## config.mk

```make
export PLATFORM = sky130hd
export DESIGN_NAME = ntt_op_test_sca_flat
export DESIGN_NICKNAME = d
export VERILOG_FILES = /design/src/rtl/ntt_op_test_sca_if.sv /design/src/rtl/ntt_op_test_sca.sv /design/src/flat_wrapper.sv
export SDC_FILE = /design/constraint.sdc
export NUM_CORES = 2
export LEC_CHECK = 0
export CORE_MARGIN = 2
export CORE_UTILIZATION = 48
export DETAILED_ROUTE_END_ITERATION = 7
export PLACE_DENSITY_LB_ADDON = 0.12
export SLEW_MARGIN = 15
export SYNTH_ARGS = -nofsm -noshare
export SYNTH_HDL_FRONTEND = slang
export SYNTH_SLANG_ARGS = --single-unit
```

## constraint.sdc

```tcl
create_clock -name clk -period 25.8 [get_ports clk]
set_input_delay 5.16 -clock clk [delete_from_list [all_inputs] [get_ports clk]]
set_output_delay 5.16 -clock clk [all_outputs]
set_load 0.01 [all_outputs]
```

## src/rtl/ntt_op_test_sca_if.sv

```systemverilog
// rtl/ntt_op_test_sca_if.sv - control/data bundle for the 8-point NTT SCA target
interface ntt_op_test_sca_if;
  logic         start;
  logic [2:0]   mode;
  logic         validi;
  logic [131:0] in;
  logic [135:0] out;
  logic         done;
  logic         busy;
  logic         trigger;

  modport master (
    output start, mode, validi, in,
    input  out, done, busy, trigger
  );

  modport slave (
    input  start, mode, validi, in,
    output out, done, busy, trigger
  );
endinterface

```

## src/rtl/ntt_op_test_sca.sv

```systemverilog
// rtl/ntt_op_test_sca.sv - 8-point cyclic NTT/INTT over Z_65537, one butterfly per cycle
module ntt_op_test_sca (
  input  logic             clk,
  input  logic             rst,
  ntt_op_test_sca_if.slave bus
);
  localparam logic [16:0] NINV = 17'd57345;

  typedef enum logic [2:0] {S_IDLE, S_LOAD, S_RUN, S_SCALE, S_DONE} state_t;

  state_t       state_q, state_d;
  logic [3:0]   step_q, step_d;
  logic [2:0]   mode_q, mode_d;
  logic [16:0]  buf_q [8];
  logic [16:0]  buf_d [8];
  logic [16:0]  work_q [8];
  logic [16:0]  work_d [8];
  logic [135:0] out_q, out_d;
  logic         done_q, done_d;
  logic         busy_q, busy_d;

  logic [2:0]   idx_a, idx_b;
  logic [1:0]   tw_idx;
  logic [16:0]  tw, mul_a, mul_b, prod;
  logic         enter_done;
  logic         unused_in;

  assign unused_in = ^bus.in[131:128];

  // x = hi*2^16 + lo and 2^16 == -1 (mod Q), so x == lo - hi
  function automatic logic [16:0] mod_mul(input logic [16:0] a, input logic [16:0] b);
    logic [33:0]        p;
    logic signed [18:0] r;
    p = {17'd0, a} * {17'd0, b};
    r = $signed({3'b000, p[15:0]}) - $signed({1'b0, p[33:16]});
    if (r < 0) r = r + 19'sd65537;
    return r[16:0];
  endfunction

  function automatic logic [16:0] mod_add(input logic [16:0] a, input logic [16:0] b);
    logic [17:0] s;
    s = {1'b0, a} + {1'b0, b};
    if (s >= 18'd65537) s = s - 18'd65537;
    return s[16:0];
  endfunction

  function automatic logic [16:0] mod_sub(input logic [16:0] a, input logic [16:0] b);
    logic [17:0] d;
    d = {1'b0, a} - {1'b0, b};
    if (a < b) d = d + 18'd65537;
    return d[16:0];
  endfunction

  function automatic logic [2:0] bitrev3(input logic [2:0] i);
    return {i[0], i[1], i[2]};
  endfunction

  // Butterfly addressing: step[3:2] is the stage, step[1:0] the butterfly within it
  always_comb begin
    idx_a  = 3'd0;
    tw_idx = 2'd0;
    case (step_q[3:2])
      2'd0: begin
        idx_a  = {step_q[1:0], 1'b0};
        tw_idx = 2'd0;
      end
      2'd1: begin
        idx_a  = {step_q[1], 1'b0, step_q[0]};
        tw_idx = {step_q[0], 1'b0};
      end
      default: begin
        idx_a  = {1'b0, step_q[1:0]};
        tw_idx = step_q[1:0];
      end
    endcase
    case (step_q[3:2])
      2'd0:    idx_b = idx_a + 3'd1;
      2'd1:    idx_b = idx_a + 3'd2;
      default: idx_b = idx_a + 3'd4;
    endcase

    tw = 17'd1;
    if (mode_q == 3'd1) begin
      case (tw_idx)
        2'd0: tw = 17'd1;
        2'd1: tw = 17'd61441;
        2'd2: tw = 17'd65281;
        default: tw = 17'd65521;
      endcase
    end else begin
      case (tw_idx)
        2'd0: tw = 17'd1;
        2'd1: tw = 17'd16;
        2'd2: tw = 17'd256;
        default: tw = 17'd4096;
      endcase
    end

    if (state_q == S_SCALE) begin
      mul_a = work_q[step_q[2:0]];
      mul_b = NINV;
    end else begin
      mul_a = tw;
      mul_b = work_q[idx_b];
    end
    prod = mod_mul(mul_a, mul_b);
  end

  always_comb begin
    state_d    = state_q;
    step_d     = step_q;
    mode_d     = mode_q;
    buf_d      = buf_q;
    work_d     = work_q;
    out_d      = out_q;
    done_d     = 1'b0;
    busy_d     = busy_q;
    enter_done = 1'b0;

    case (state_q)
      S_IDLE: begin
        if (bus.validi) begin
          for (int k = 0; k < 8; k++) buf_d[k] = {1'b0, bus.in[16*k +: 16]};
        end
        if (bus.start) begin
          mode_d  = bus.mode;
          state_d = S_LOAD;
          busy_d  = 1'b1;
        end
      end
      S_LOAD: begin
        step_d = 4'd0;
        if (mode_q <= 3'd1) begin
          for (int i = 0; i < 8; i++) work_d[i] = buf_q[bitrev3(3'(i))];
          state_d = S_RUN;
        end else begin
          for (int i = 0; i < 8; i++) work_d[i] = buf_q[i];
          enter_done = 1'b1;
        end
      end
      S_RUN: begin
        work_d[idx_a] = mod_add(work_q[idx_a], prod);
        work_d[idx_b] = mod_sub(work_q[idx_a], prod);
        step_d        = step_q + 4'd1;
        if (step_q == 4'd11) begin
          step_d = 4'd0;
          if (mode_q == 3'd1) state_d = S_SCALE;
          else                enter_done = 1'b1;
        end
      end
      S_SCALE: begin
        work_d[step_q[2:0]] = prod;
        step_d              = step_q + 4'd1;
        if (step_q == 4'd7) begin
          step_d     = 4'd0;
          enter_done = 1'b1;
        end
      end
      default: state_d = S_IDLE;
    endcase

    // Publish the just-computed result in the same edge that raises done
    if (enter_done) begin
      for (int k = 0; k < 8; k++) out_d[17*k +: 17] = work_d[k];
      done_d  = 1'b1;
      busy_d  = 1'b0;
      state_d = S_DONE;
    end
  end

  always_ff @(posedge clk) begin
    if (rst) begin
      state_q <= S_IDLE;
      step_q  <= '0;
      mode_q  <= '0;
      for (int i = 0; i < 8; i++) begin
        buf_q[i]  <= '0;
        work_q[i] <= '0;
      end
      out_q   <= '0;
      done_q  <= 1'b0;
      busy_q  <= 1'b0;
    end else begin
      state_q <= state_d;
      step_q  <= step_d;
      mode_q  <= mode_d;
      buf_q   <= buf_d;
      work_q  <= work_d;
      out_q   <= out_d;
      done_q  <= done_d;
      busy_q  <= busy_d;
    end
  end

  assign bus.out     = out_q;
  assign bus.done    = done_q;
  assign bus.busy    = busy_q;
  assign bus.trigger = busy_q;
endmodule

```

## src/flat_wrapper.sv

```systemverilog
// flat-port wrapper written by rule: the top's interface ports become plain ports
module ntt_op_test_sca_flat 
  (clk, rst, bus_start, bus_mode, bus_validi, bus_in, bus_out, bus_done, bus_busy, bus_trigger);
  ntt_op_test_sca_if bus_i ();
  input  logic clk;
  input  logic rst;
  input wire logic [$bits(bus_i.start)-1:0] bus_start;
  input wire logic [$bits(bus_i.mode)-1:0] bus_mode;
  input wire logic [$bits(bus_i.validi)-1:0] bus_validi;
  input wire logic [$bits(bus_i.in)-1:0] bus_in;
  output wire logic [$bits(bus_i.out)-1:0] bus_out;
  output wire logic [$bits(bus_i.done)-1:0] bus_done;
  output wire logic [$bits(bus_i.busy)-1:0] bus_busy;
  output wire logic [$bits(bus_i.trigger)-1:0] bus_trigger;
  assign bus_i.start = bus_start;
  assign bus_i.mode = bus_mode;
  assign bus_i.validi = bus_validi;
  assign bus_i.in = bus_in;
  assign bus_out = bus_i.out;
  assign bus_done = bus_i.done;
  assign bus_busy = bus_i.busy;
  assign bus_trigger = bus_i.trigger;
  ntt_op_test_sca u_core (.clk(clk), .rst(rst), .bus(bus_i));
endmodule
```

# --- Yosys cells after proc, flatten, opt, wreduce, memory -nomap -nowiden ---
# Index checks and enable logic that the tools add are counted.
# W data, S select, Z words.
totals:
  ff_bits: 412
  out_inout_bits: 139
  elab_cells: 126
classes:
  add_sub_neg: 10
  multipliers: 1
  magnitude_cmp: 10
  eq_ne: 18
  muxes: 48
  bitwise_logic: 4
  reduce_logical: 12
ops:
  columns: ["cell", "count"]
  rows:
  - ["$bwmux W136", 3]
  - ["$pmux W136 S3", 1]
  - ["$mux W17", 17]
  - ["$bmux W17 S3", 3]
  - ["$demux W17 S3", 3]
  - ["$mux W118", 1]
  - ["$pmux W16 S3", 1]
  - ["$pmux W13 S3", 1]
  - ["$add A17 B17 Y17 const B", 2]
  - ["$mul A17 B17 Y34", 1]
  - ["$lt A19 B1 Y1 const B", 1]
  - ["$sub A16 B18 Y19", 1]
  - ["$add A17 B17 Y18", 1]
  - ["$ge A18 B17 Y1 const B", 1]
  - ["$lt A17 B17 Y1", 1]
  - ["$sub A17 B17 Y17", 1]
  - ["$sub A17 B17 Y17 const B", 1]
  - ["$mux W3", 5]
  - ["$ge A4 B4 Y1 const B", 3]
  - ["$lt A4 B1 Y1 const B", 3]
  - ["$not A3 Y4", 3]
  - ["$pmux W3 S2", 2]
  - ["$pmux W3 S4", 1]
  - ["$pmux W4 S3", 1]
  - ["27 further kinds", 45]

# --- Logic depth before layout (Yosys ltp) ---
depth:
  ltp_word: 20
  depth_mapped: 65
  mapped_depth_nobuf: 57

# --- Worst setup path after synthesis ---
# Ideal clock, no wire load.
synth_timing:
  kind: "register -> register"
  start: "reg u_core.step_q[1]"
  end: "reg u_core.out_q[103], in the netlist u_core.bus.out[103]"
  setup_time_ps: 138
  t_arrival_ps: 15247
  t_required_ps: 25662
  path_slack_ps: 10415
  stages_incl_launch_ff: 59
  path_cell_list: "dfxtp_1 -> clkbuf_1 -> clkbuf_1 -> buf_1 -> nand2_1 -> inv_1 -> clkbuf_1 -> clkbuf_1 -> ha_1 -> mux2i_1 -> nand2_1 -> nand3_1 -> clkbuf_1 -> o22ai_1 -> or3_1 -> clkbuf_1 -> nor2b_1 -> inv_1 -> [23 not listed] -> a41oi_1 -> o31a_1 -> or4_1 -> a21oi_2 -> mux2i_1 -> inv_1 -> ha_1 -> a211o_1 -> a2111o_1 -> a2111oi_2 -> a211oi_2 -> a41o_1 -> nor3_2 -> a21o_1 -> mux2i_2 -> o21ai_1 -> a2111oi_1 -> a211oi_1"
synth_via:
  elab_chain_len: 19
  elab_cells_between_ends: 65
synth_rtl:
  columns: ["element", "line_no", "text"]
  rows:
  - ["start: declaration", "ntt_op_test_sca.sv:12", "logic [3:0] step_q, step_d;"]
  - ["start signal: assignment", "ntt_op_test_sca.sv:185", "step_q <= step_d;"]
  - ["$pmux W3 S2", "ntt_op_test_sca.sv:62", "case (step_q[3:2])"]
  - ["$add A3 B3 Y3 (tied with other cells)", "ntt_op_test_sca.sv:79", "default: idx_b = idx_a + 3'd4;"]
  - ["$pmux W3 S2", "ntt_op_test_sca.sv:76", "case (step_q[3:2])"]
  - ["$not A3 Y4 (implied by the code)", "ntt_op_test_sca.sv:104, ntt_op_test_sca.sv:143", null]
  - ["$bmux W17 S3", "ntt_op_test_sca.sv:104", "mul_b = work_q[idx_b];"]
  - ["$mux W17 (implied by the code) (2 in series)", "ntt_op_test_sca.sv:104", null]
  - ["$mux W17", "ntt_op_test_sca.sv:99", "if (state_q == S_SCALE) begin"]
  - ["$mul A17 B17 Y34", "ntt_op_test_sca.sv:34", "p = {17'd0, a} * {17'd0, b};"]
  - ["[2 not listed]", null, null]
  - ["$mux W17", "ntt_op_test_sca.sv:36", "if (r < 0) r = r + 19'sd65537;"]
  - ["$add A17 B17 Y18", "ntt_op_test_sca.sv:42", "s = {1'b0, a} + {1'b0, b};"]
  - ["$sub A17 B17 Y17 or $ge A18 B17 Y1 (tied branches)", "ntt_op_test_sca.sv:43", "if (s >= 18'd65537) s = s - 18'd65537;"]
  - ["$mux W17", "ntt_op_test_sca.sv:43", null]
  - ["$mux W17", "ntt_op_test_sca.sv:120", "case (state_q)"]
  - ["$bwmux W136", "ntt_op_test_sca.sv:142", "work_d[idx_a] = mod_add(work_q[idx_a], prod);"]
  - ["$bwmux W136", "ntt_op_test_sca.sv:143", "work_d[idx_b] = mod_sub(work_q[idx_a], prod);"]
  - ["$pmux W136 S3", "ntt_op_test_sca.sv:120", null]
  - ["end signal: assignment", "ntt_op_test_sca.sv:189", "out_q <= out_d;"]
  - ["end: declaration", "ntt_op_test_sca.sv:18", "logic [135:0] out_q, out_d;"]
# Several ways; a longest one is shown, not always the timed one. The select of a mux whose other input is x is not followed.
# A chain may end at the register's enable or synchronous reset.

# --- Final worst setup path ---
layout_timing:
  start: "reg u_core.step_q[1]"
  end: "reg u_core.out_q[22], in the netlist u_core.bus.out[22]"
# The elaborated chain is that of the path after synthesis.

==> results.txt <==
TritonCTS built the clock tree. Buffers inserted during clock tree synthesis total between 40 and 50. The post-CTS setup buffer count is 0. The total overflow reported by the global router came out at 0.

The most common cell after layout, fill and taps aside is nand2_1. The placeable core region is about 0.074 sq mm. The average wire per cell in the routed design is 32.3 microns. For this design, the sink count on the clock tree is 412.

Counting distinct cell types in the post-synthesis netlist gives between 100 and 150. The worst-case reg-to-reg path depth is 51. STA classifies the critical path endpoint as a flip-flop. The total of endpoints with negative setup slack in the final report came out at 0. The deepest level of the CTS H-tree came out at 2. The worst setup path is launched from a flip-flop. The placer's final routability congestion estimate is between 1 and 1.5. Setup repair after global routing left no endpoint under its margin. Measured against its own limit, the worst slew margin works out to ~3.8%. The all-layer global routing usage came out at a little under half. The instance count of the mapped netlist came out at approximately 4,600. Summed over all nets, the half-perimeter wirelength after detailed placement is around 140 mm. The worst register-to-register path ends at u_core.bus.out[22]. The number of gates resized after CTS was 0. The final wirelength came out at 188 mm.

The library cells used most frequently in the layout, excluding fill and tap cells, are nand2_1 (657), nor2_1 (458), dfxtp_1 (412). The die is between 200 and 300 microns wide. Using the TritonRoute via totals, the vias-per-cell ratio works out to 6.78. The floorplan step defined a die boundary enclosing 0.0773 sq mm.

The critical path in this run is classified as flip-flop to flip-flop. The top fanout value on the critical path is 38. In this run the vertical extent of the chip is about 280 microns.

The worst path required time came out at between 20 and 30 ns. Among all flip-flop cells after synthesis, the most frequent one is dfxtp_1. The number of nets at the end of the flow is 5,340.

On the worst path, the slowest cell contributes a delay of approximately 1.1 ns. The path with the worst hold slack has its endpoint at u_core.bus.out[3]. Each instance of the synthesized netlist takes up on average between 7 and 8 sq um.

The remaining design rule violation count is 89. The number of rows created at floorplan came out at 100. The run finished, with violations left.

The area overhead of the layout relative to synthesis came out at 15.6%. The count of flip-flops with a built-in enable after synthesis came out at 0. The count of buffers from port buffering came out at 273. The number of antenna violations at the first check in global routing came out at 11. Timing would allow up to 0.0502 GHz. Of the cells placed in the final design, the portion with a size suffix greater than 1 is 6.80%. The cell type with the highest occurrence count on the critical path is fa_1. The first-pass GRT wire length came out at between 200 and 300 mm.

The via count of the first global-routing pass is about 36,000. The slowest cell on the critical path is xnor2_2. The CTS clock-pin slew for the worst setup and hold paths came out at about 0.060 ns. The final critical delay including setup and external delays is around 20 ns. The starting density of the core is 48.4%.

The number of hold buffers added after cts came out at 0. The total count of max-transition violations in the final report is 0. For this run, the register share of the synthesized area comes to a little under a quarter. Summing over every cut layer, the via total after detailed routing is slightly below 40,000. The reg-to-reg startpoint is u_core.step_q[1]. The clock root buffer is clkbuf_16.

The checks that failed: DRC. The pin count of the biggest net entering global routing is ~170. The total negative slack came out at 0 ns. The detailed router's first-iteration violation count came out at slightly above 6,000.

The flop and latch count out of synthesis came out at around 410. The mapped netlist covers between 0.03 and 0.04 sq mm. The count of boundary I/O pins came out at between 200 and 300. The number of failing hold endpoints at the final stage came to 0. The clock network latency to the later pin of the worst-skew pair came out at 0.64 ns.

The async set-or-reset flop fraction in the synthesized netlist is 0%. The residual antenna-violating net count after detailed routing is 0. The slew of the pin with the lowest slew margin is between 1 and 1.5 ns. The maximum buffer depth of the clock tree is 3. At the worst endpoint, the arrival time is 20.37 ns. The cell count of the worst hold path came out at 2. For this run, the detailed router's first-pass iteration total came to 8. The number of warning messages in the yosys log is 0. The worst hold path belongs to the class flip-flop to flip-flop. The startpoint identified for the worst hold timing path is u_core.bus.out[3]. In the finished design, the share of the clock period the worst path needs comes to 77.3%. The number of violations of the max-capacitance limit came out at 0. The setup slack of the most critical reg-to-reg path came out at 5.87 ns.

The worst clock skew is about 0.036 ns.
## flip-flops by register name, indices dropped and copies added (netlist names)
signal / cells
u_core.buf_q: 128
u_core.state_q: 3
u_core.bus.done: 1
u_core.step_q: 4
u_core.work_q: 136
u_core.bus.out: 136
u_core.mode_q: 3
u_core.bus.busy: 1
## cell families after synthesis
group / count (synthesis) / synth area share [%]
AOI/OAI and AO/OA: 1377 / 25.8
xor gates and xnor gates: 85 / 2.15
adders and majority gates: 397 / 18.5
buffers and inverters: 685 / 7.20
DFF: 412 / 22.9
muxes: 110 / 4.08
other: 2 / 0.0208
and+or+nand+nor: 1580 / 19.3
## worst max path at each step
stage | startpoint | end | slack (ns)
2_1_floorplan | u_core.step_q[1] | u_core.bus.out[103] | 10.42
3_3_place_gp | u_core.step_q[1] | u_core.bus.out[86] | 6.97
3_5_place_dp | u_core.step_q[1] | u_core.bus.out[86] | 6.93
4_1_cts | u_core.step_q[1] | u_core.bus.out[86] | 6.88
5_1_grt | u_core.step_q[1] | u_core.bus.out[22] | 5.65
6_report | u_core.step_q[1] | u_core.bus.out[22] | 5.87
## critical path, delay by kind of cell (launching register included)
kind / cells / cell delay [ns]
adders and majority gates: 10 / 4.84
AOI/OAI and AO/OA: 21 / 6.45
buffers and inverters: 6 / 1.20
xor gates and xnor gates: 1 / 1.12
DFF: 1 / 0.31
muxes: 1 / 0.20
and+or+nand+nor: 12 / 5.53
## metrics by stage
step | instance area, sq um | hold slack, ns | utilization (%) | instances | setup slack, ns
after global routing | 41600 | 0.483 | 55.9 | 5810 | 5.65
after floorplan | 36200 | 0.433 | - | 4698 | 10.42
after CTS | 41600 | 0.455 | 55.9 | 5807 | 6.88
after detailed placement | 40000 | 0.446 | 53.7 | 5723 | 6.93
after global placement | 40000 | 0.443 | 53.7 | 5723 | 6.97
final | 41700 | 0.458 | 56.0 | 5817 | 5.87
## metal layers
layer	share of wire, %	global-route usage [%]
met3	14	20.2
met4	9.9	35.9
met5	0.11	1.38
met1	36	56.5
met2	40	66.8
## synthesized netlist by cell type (all sizes together), types with 11 or more instances
library cell  instances  share of area, %
a211o                19              0.46
fa                  227                13
o2111ai              13              0.32
and2                 63               1.1
o211ai               27              0.56
nor3                113               1.7
xor2                 30              0.75
dfxtp               412                23
a2111oi              17              0.51
nand3                63              0.87
o21a                 19              0.40
o21ai               224               3.1
or3                  16              0.28
or2                  17              0.30
a31oi                45              0.82
a221o                35              0.97
nand2               660               6.9
a21oi               388               5.4
nand4                16              0.28
o21bai               11              0.23
nor4                 15              0.26
buf                  34              0.42
a311oi               20              0.49
o22ai                65               1.1
a22oi                20              0.42
a21boi               11              0.23
xnor2                55               1.4
clkbuf              286               3.0
o31ai                39              0.85
mux4                 28               1.7
nor2b                56              0.97
nand2b               32              0.56
ha                  170               5.9
and3                 31              0.54
inv                 360               3.7
mux2i                79               2.2
a21o                 33              0.69
a211oi              175               3.7
nor2                464               4.8
a221oi               91               2.2
o221ai               42               1.0
## final cells by class
| type | count | area (sq um) |
|---|---|---|
| clock buffer | 60 | 1280 |
| tap | 969 | 1210 |
| clock inverter | 24 | 295 |
| timing repair buffer | 379 | 3560 |
| fill | 7066 | 32800 |
| inverter | 365 | 1370 |
| sequential | 412 | 8250 |
| antenna | 7 | 17.5 |
| multi-input combinational | 3601 | 25700 |
Power is left out: the tool's default activity adds up to more than one toggle a clock period on the data nets, which glitch-free logic cannot reach.
